`config.mk`:
```
export PLATFORM = sky130hd
export DESIGN_NAME = sisc_ctrl_hs
export DESIGN_NICKNAME = d
export VERILOG_FILES = /design/src/rtl/sisc_ctrl_pkg.sv /design/src/rtl/sisc_br_eval.sv /design/src/rtl/sisc_ctrl_hs.sv
export SDC_FILE = /design/constraint.sdc
export NUM_CORES = 1
export LEC_CHECK = 0
export CAP_MARGIN = 20
export CELL_PAD_IN_SITES_DETAIL_PLACEMENT = 0
export CELL_PAD_IN_SITES_GLOBAL_PLACEMENT = 2
export CORE_MARGIN = 4
export CORE_UTILIZATION = 13
export DETAILED_ROUTE_END_ITERATION = 8
export PLACE_DENSITY = 0.72
export SLEW_MARGIN = 20
export SYNTH_ARGS = -nofsm -noshare
export SYNTH_HDL_FRONTEND = slang
export SYNTH_SLANG_ARGS = --single-unit
export TNS_END_PERCENT = 10
```
`constraint.sdc`:
```
create_clock -name clk -period 2.24 [get_ports clk]
set_clock_uncertainty 0.1 [all_clocks]
set_input_delay 0.672 -clock clk [delete_from_list [all_inputs] [get_ports clk]]
set_output_delay 0.672 -clock clk [all_outputs]
set_load 0.1 [all_outputs]
```
`src/rtl/sisc_ctrl_pkg.sv`:
```
// Shared SISC control encodings: FSM states, opcodes, addressing mode and mux codes.
package sisc_ctrl_pkg;

  typedef enum logic [2:0] {
    S_START, S_FETCH, S_DECODE, S_EXECUTE, S_MEM, S_WB, S_HALT, S_FAULT
  } state_t;

  localparam int OP_NOOP = 0;
  localparam int OP_LOD  = 1;
  localparam int OP_STR  = 2;
  localparam int OP_BRA  = 4;
  localparam int OP_BRR  = 5;
  localparam int OP_BNE  = 6;
  localparam int OP_BNR  = 7;
  localparam int OP_ALU  = 8;
  localparam int OP_HLT  = 15;

  localparam int AM_IMM = 8;

  localparam logic [1:0] ALU_REG  = 2'b00;
  localparam logic [1:0] ALU_IMM  = 2'b01;
  localparam logic [1:0] ALU_AREG = 2'b10;
  localparam logic [1:0] ALU_AIMM = 2'b11;

  localparam logic [1:0] WB_ALU = 2'b00;
  localparam logic [1:0] WB_MEM = 2'b01;

endpackage

```
`src/rtl/sisc_br_eval.sv`:
```
// Branch condition evaluation: taken flag and absolute/relative target select.
module sisc_br_eval
  import sisc_ctrl_pkg::*;
#(
  parameter int OPC_W = 4,
  parameter int MM_W  = 4
) (
  input  logic [OPC_W-1:0] opcode,
  input  logic [MM_W-1:0]  mm,
  input  logic [MM_W-1:0]  stat,
  output logic             taken,
  output logic             br_abs
);

  logic hit, is_pos, is_neg;

  assign hit    = |(stat & mm);
  assign is_pos = (opcode == OPC_W'(OP_BRA)) || (opcode == OPC_W'(OP_BRR));
  assign is_neg = (opcode == OPC_W'(OP_BNE)) || (opcode == OPC_W'(OP_BNR));
  assign taken  = (is_pos & hit) | (is_neg & ~hit);
  assign br_abs = (opcode == OPC_W'(OP_BRA)) || (opcode == OPC_W'(OP_BNE));

endmodule

```
`src/rtl/sisc_ctrl_hs.sv`:
```
// SISC multi-cycle control FSM with req/ack memory handshakes, bus timeout, HALT and FAULT.
// Optional perf counters (cyc_cnt/ins_cnt) are built when SISC_PERF_EN is defined.
module sisc_ctrl_hs
  import sisc_ctrl_pkg::*;
#(
  parameter int OPC_W   = 4,
  parameter int MM_W    = 4,
  parameter int TIMEOUT = 15,
  parameter int CNT_W   = 32
) (
  input  logic             clk,
  input  logic             rst_f,
  input  logic [OPC_W-1:0] opcode,
  input  logic [MM_W-1:0]  mm,
  input  logic [MM_W-1:0]  stat,
  input  logic             im_ack,
  input  logic             dm_ack,
  output logic             im_req,
  output logic             dm_req,
  output logic             dm_we,
  output logic             ir_load,
  output logic             pc_write,
  output logic             pc_sel,
  output logic             br_sel,
  output logic             pc_rst,
  output logic             rb_sel,
  output logic [1:0]       alu_op,
  output logic [1:0]       wb_sel,
  output logic             rf_we,
  output logic             halted,
  output logic             fault,
  output logic [CNT_W-1:0] cyc_cnt,
  output logic [CNT_W-1:0] ins_cnt
);

  localparam int WT_W = (TIMEOUT < 2) ? 1 : $clog2(TIMEOUT + 1);

  state_t          state, nxt;
  logic [WT_W-1:0] wait_cnt;
  logic            taken, br_abs;
  logic            is_lod, is_str, is_alu, is_br, is_noop, is_hlt, is_imm;
  logic            waiting, expire;

  sisc_br_eval #(.OPC_W(OPC_W), .MM_W(MM_W)) u_br (
    .opcode (opcode),
    .mm     (mm),
    .stat   (stat),
    .taken  (taken),
    .br_abs (br_abs)
  );

  assign is_lod  = (opcode == OPC_W'(OP_LOD));
  assign is_str  = (opcode == OPC_W'(OP_STR));
  assign is_alu  = (opcode == OPC_W'(OP_ALU));
  assign is_noop = (opcode == OPC_W'(OP_NOOP));
  assign is_hlt  = (opcode == OPC_W'(OP_HLT));
  assign is_br   = (opcode >= OPC_W'(OP_BRA)) && (opcode <= OPC_W'(OP_BNR));
  assign is_imm  = (mm == MM_W'(AM_IMM));

  // Expiry is the TIMEOUT-th un-acked wait cycle; an ack in that cycle still proceeds.
  assign waiting = ((state == S_FETCH) && !im_ack) || ((state == S_MEM) && !dm_ack);
  assign expire  = (TIMEOUT != 0) && waiting && (wait_cnt == WT_W'(TIMEOUT - 1));

  always_comb begin
    nxt      = state;
    im_req   = 1'b0;
    dm_req   = 1'b0;
    dm_we    = 1'b0;
    ir_load  = 1'b0;
    pc_write = 1'b0;
    pc_sel   = 1'b0;
    br_sel   = 1'b0;
    pc_rst   = 1'b0;
    rb_sel   = 1'b0;
    alu_op   = ALU_REG;
    wb_sel   = WB_ALU;
    rf_we    = 1'b0;
    halted   = 1'b0;
    fault    = 1'b0;
    case (state)
      S_START: begin
        pc_rst = 1'b1;
        nxt    = S_FETCH;
      end
      S_FETCH: begin
        im_req = 1'b1;
        if (im_ack) begin
          ir_load  = 1'b1;
          pc_write = 1'b1;
          nxt      = S_DECODE;
        end else if (expire) begin
          nxt = S_FAULT;
        end
      end
      S_DECODE: begin
        if (is_br) begin
          pc_write = taken;
          pc_sel   = taken;
          br_sel   = taken & br_abs;
          nxt      = S_FETCH;
        end else if (is_noop) begin
          nxt = S_FETCH;
        end else if (is_hlt) begin
          nxt = S_HALT;
        end else if (is_lod || is_str || is_alu) begin
          rb_sel = is_str;
          nxt    = S_EXECUTE;
        end else begin
          nxt = S_FAULT;
        end
      end
      S_EXECUTE: begin
        alu_op = is_alu ? (is_imm ? ALU_IMM : ALU_REG) : (is_imm ? ALU_AIMM : ALU_AREG);
        rb_sel = is_str;
        nxt    = is_alu ? S_WB : S_MEM;
      end
      S_MEM: begin
        // Store data on read port B stays selected for the whole write handshake.
        dm_req = 1'b1;
        dm_we  = is_str;
        rb_sel = is_str;
        if (dm_ack)      nxt = is_str ? S_FETCH : S_WB;
        else if (expire) nxt = S_FAULT;
      end
      S_WB: begin
        rf_we  = 1'b1;
        wb_sel = is_lod ? WB_MEM : WB_ALU;
        nxt    = S_FETCH;
      end
      S_HALT:  halted = 1'b1;
      S_FAULT: fault  = 1'b1;
      default: nxt = S_FAULT;
    endcase
  end

  always_ff @(posedge clk or posedge rst_f) begin
    if (rst_f) begin
      state    <= S_START;
      wait_cnt <= '0;
    end else begin
      state    <= nxt;
      wait_cnt <= (waiting && (nxt == state)) ? wait_cnt + 1'b1 : '0;
    end
  end

`ifdef SISC_PERF_EN
  logic             retire, active;
  logic [CNT_W-1:0] cyc_q, ins_q;

  assign active = (state != S_START) && (state != S_HALT) && (state != S_FAULT);
  assign retire = (state == S_WB) ||
                  ((state == S_MEM) && dm_ack && is_str) ||
                  ((state == S_DECODE) && (is_br || is_noop));

  always_ff @(posedge clk or posedge rst_f) begin
    if (rst_f) begin
      cyc_q <= '0;
      ins_q <= '0;
    end else begin
      if (active) cyc_q <= cyc_q + 1'b1;
      if (retire) ins_q <= ins_q + 1'b1;
    end
  end

  assign cyc_cnt = cyc_q;
  assign ins_cnt = ins_q;
`else
  assign cyc_cnt = '0;
  assign ins_cnt = '0;
`endif

endmodule

```
==> flow_metrics.py <==
metrics = {
    "yosys": {
        "synthTopCellsByArea": "buf_4 45%, dfrtp_1 16%, nor2_1 5.2%, nor3b_1 3.5%, a21oi_1 2.3%",
        "syn_area_mm2": 0.00108,
        "netlist.area_leader.share": 0.450,
        "synthTopCellsByCount": "65 x buf_4, 15 x nor2_1, 7 x dfrtp_1",
        "synth_most_common_cell": "buf_4",
        "synthMuxAreaShare": 0,
        "synth_edf_count": 0,
        "yosys.area.top_type": "buf_4",
        "avgSynthCellArea_um2": 7.48,
        "synth-adder-area-share": 0.0231,
        "synth_top_family_by_area": "buffers and inverters",
        "synthCells": 145,
        "synth-simple-area-share": 0.234,
        "yosysSeqAreaShare": 0.161,
        "synthFlopType": "dfrtp_1",
        "ys_seq_elements": 7,
        "yosysWarnings": 0,
        "synth_xor_area_frac": 0.0161,
        "synth_compound_area_frac": 0.0865,
        "synth.distinct_cells": 32,
        "synthArstFlopShare": 1.00,
    },
    "layout": {
        "postLayoutCellArea_mm2": 0.00175,
        "drive_above_1_share": 0.379,
        "syn_to_final_growth_pct": 61.0,
        "fillers": 912,
        "fin_nets": 217,
        "n_antenna_cell": 0,
        "finalNonFillerCells": 303,
    },
    "setup_path": {
        "crit_path_start_kind": "input port",
        "criticalPathCategory": "input port to output pin",
        "cp-end-kind": "output pin",
        "arrival_ps": 1920,
        "cp_max_fo": 2,
        "cp.required_ps": 1470,
    },
    "floorplan": {
        "io_pins": 96,
        "die_h_um": 99.4,
        "die-area_mm2": 0.00987,
        "dieWidth_um": 99.4,
        "initial_core_util": 0.133,
        "rows": 33,
        "coreArea_mm2": 0.00818,
    },
    "clocking": {
        "clkSlewWorstSetupHoldPaths_ps": 40,
        "hold_buffers": 0,
        "cts_buffer_depth": 2,
        "cts_tree": "done",
        "cts-root-buf": "clkbuf_8",
        "h-tree-depth": 1,
        "clk_latency_ps": 220,
        "numCtsBuffers": 3,
        "cts_sinks": 7,
    },
    "drt": {
        "wl_met2_um": 1300,
        "first_iter_violations": 4,
        "num_vias": 925,
        "drcViolationCount": 0,
        "wl_um": 2560,
        "vias_per_cell": 3.05,
        "wl_met1_um": 981,
        "ant_nets": 0,
        "highest_layer": "met4",
        "met3WireLength_um": 267,
        "wl_per_cell_um": 8.46,
        "drt_first_pass_iters": 2,
    },
    "sta": {
        "finalSetupViolations": 8,
        "fmax_mhz": 371,
        "drv_slew": 0,
        "rsz0062_at_grt": "yes",
        "fin_crit_ps": 2700,
        "holdWs_ps": 374,
        "worst_slack_ps": -456,
        "fin_crit_sh": 1.20,
        "hold_viol_final": 0,
    },
    "power_and_ir_drop": {
        "total_power_mw": 2.02,
        "p_leak_nw": 0.837,
        "irDropWorstVdd_mv": 0.276,
        "power-per-cell-area_mw_per_mm2": 1160,
    },
    "global_route": {
        "grt_pass1_vias": 818,
        "grt_pass1_wl_um": 3740,
        "grt-ovfl-total": 0,
        "antenna_found_initial": 0,
        "grt_max_degree": 17,
        "grt_use_total": 0.0462,
    },
    "outcome": {
        "violations": "negative setup slack",
        "status": "finished with violations",
    },
    "placed_design": {
        "place_hpwl_um": 2230,
        "placement.io_buffers": 30,
        "gp_congestion": 0.718,
        "dp.cells": 298,
        "postPlaceCellArea_mm2": 0.00165,
    },
    "flow_run": {
        "drv_cap": 0,
    },
    "worst_hold_path": {
        "hold_class": "flip-flop to flip-flop",
    },
}
per-stage QoR:
| step | worst slack [ps] | util | setup TNS [ps] |
|---|---|---|---|
| after floorplan | -1100 | - | -8180 |
| after global placement | -881 | 0.202 | -5590 |
| after detailed placement | -861 | 0.202 | -5510 |
| after CTS | -454 | 0.211 | -2570 |
| after global routing | -487 | 0.214 | -2940 |
| final | -456 | 0.214 | -2460 |
sequential cells by signal, indices dropped and copies added (netlist names):
| signal | flops |
|---|---|
| wait_cnt | 4 |
| state | 3 |
worst paths after layout:
| check | cells after the start | start | endpoint | slack, ps |
|---|---|---|---|---|
| setup / recovery | 6 | stat[2] | pc_write | -460 |
| hold / removal | 1 | wait_cnt[0]$_DFF_PP0_ | wait_cnt[0]$_DFF_PP0_ | 370 |
| setup reg to reg | 6 | state[2]$_DFF_PP0_ | state[1]$_DFF_PP0_ | 690 |
| hold reg to reg | 1 | wait_cnt[0]$_DFF_PP0_ | wait_cnt[0]$_DFF_PP0_ | 370 |
| max in group asynchronous | 2 | rst_f | state[2]$_DFF_PP0_ | 1210 |
| min in group asynchronous | 2 | rst_f | state[1]$_DFF_PP0_ | 600 |
power breakdown:
part	internal (mW)	total, mW	switching [mW]
Combinational	0.477	1.66	1.18
Clock	0.123	0.174	0.0515
Sequential	0.163	0.188	0.0248
per-layer routing:
| metal | vias to the layer above | global-route usage |
|---|---|---|
| met1 | 418 | 0.0564 |
| met3 | 2 | 0.0126 |
| met5 | - | 0 |
| met2 | 53 | 0.0795 |
| li1 | 452 | - |
| met4 | 0 | 0.0126 |
placed cells by master (no fill, tap or decap), drive strengths merged:
| cell | count |
|---|---|
| or4 | 1 |
| dfrtp | 7 |
| nor4bb | 1 |
| nand2 | 3 |
| nand3 | 4 |
| nor3b | 5 |
| nor4 | 1 |
| o21ai | 4 |
| and2 | 2 |
| xnor2 | 1 |
| a22o | 2 |
| ha | 2 |
| clkdlybuf4s15 | 1 |
| or3b | 1 |
| nand4bb | 1 |
| or2 | 2 |
| inv | 5 |
| and3 | 1 |
| clkbuf | 4 |
| nor2b | 2 |
| nand2b | 3 |
| nor3 | 3 |
| conb | 65 |
| buf | 46 |
| nor2 | 15 |
| dlygate4sd2 | 3 |
| xor2 | 1 |
| clkdlybuf4s50 | 2 |
| o211ai | 1 |
| nand3b | 1 |
| o2111ai | 1 |
| o2bb2ai | 1 |
| o22ai | 1 |
| a21oi | 5 |
timing repair:
| item | CTS | global route |
|---|---|---|
| cloned | 0 | 0 |
| setup endpoints to repair | 9 | 10 |
| buffers inserted | 1 | 0 |
| pin swaps | 8 | 1 |
| gates resized for setup | 54 | 5 |
cells by family (layout without fill, tap and decap cells):
group | after synthesis | after routing
fa+ha+maj | 2 | 2
compound gates | 15 | 15
xor+xnor | 2 | 2
other cells | 1 | 65
simple gates | 46 | 46
buf+inv | 72 | 61
flops | 7 | 7
worst max-delay path: stages:
cell	delay, ps
buf_6	90
a22o_1	230
or4_4	540
nand2_2	90
or2_4	130
buf_12	160
final cells by class:
type / count / area (um2) / area share
clock buffers: 4 / 45.0 / 0.0258
well taps: 105 / 131 / 0.0752
flip-flops and latches: 7 / 176 / 0.101
repair buffers: 52 / 594 / 0.340
multi-input cells: 130 / 781 / 0.447
inverters: 5 / 18.8 / 0.0107
Note: power is estimated with default switching activity, not from simulation.
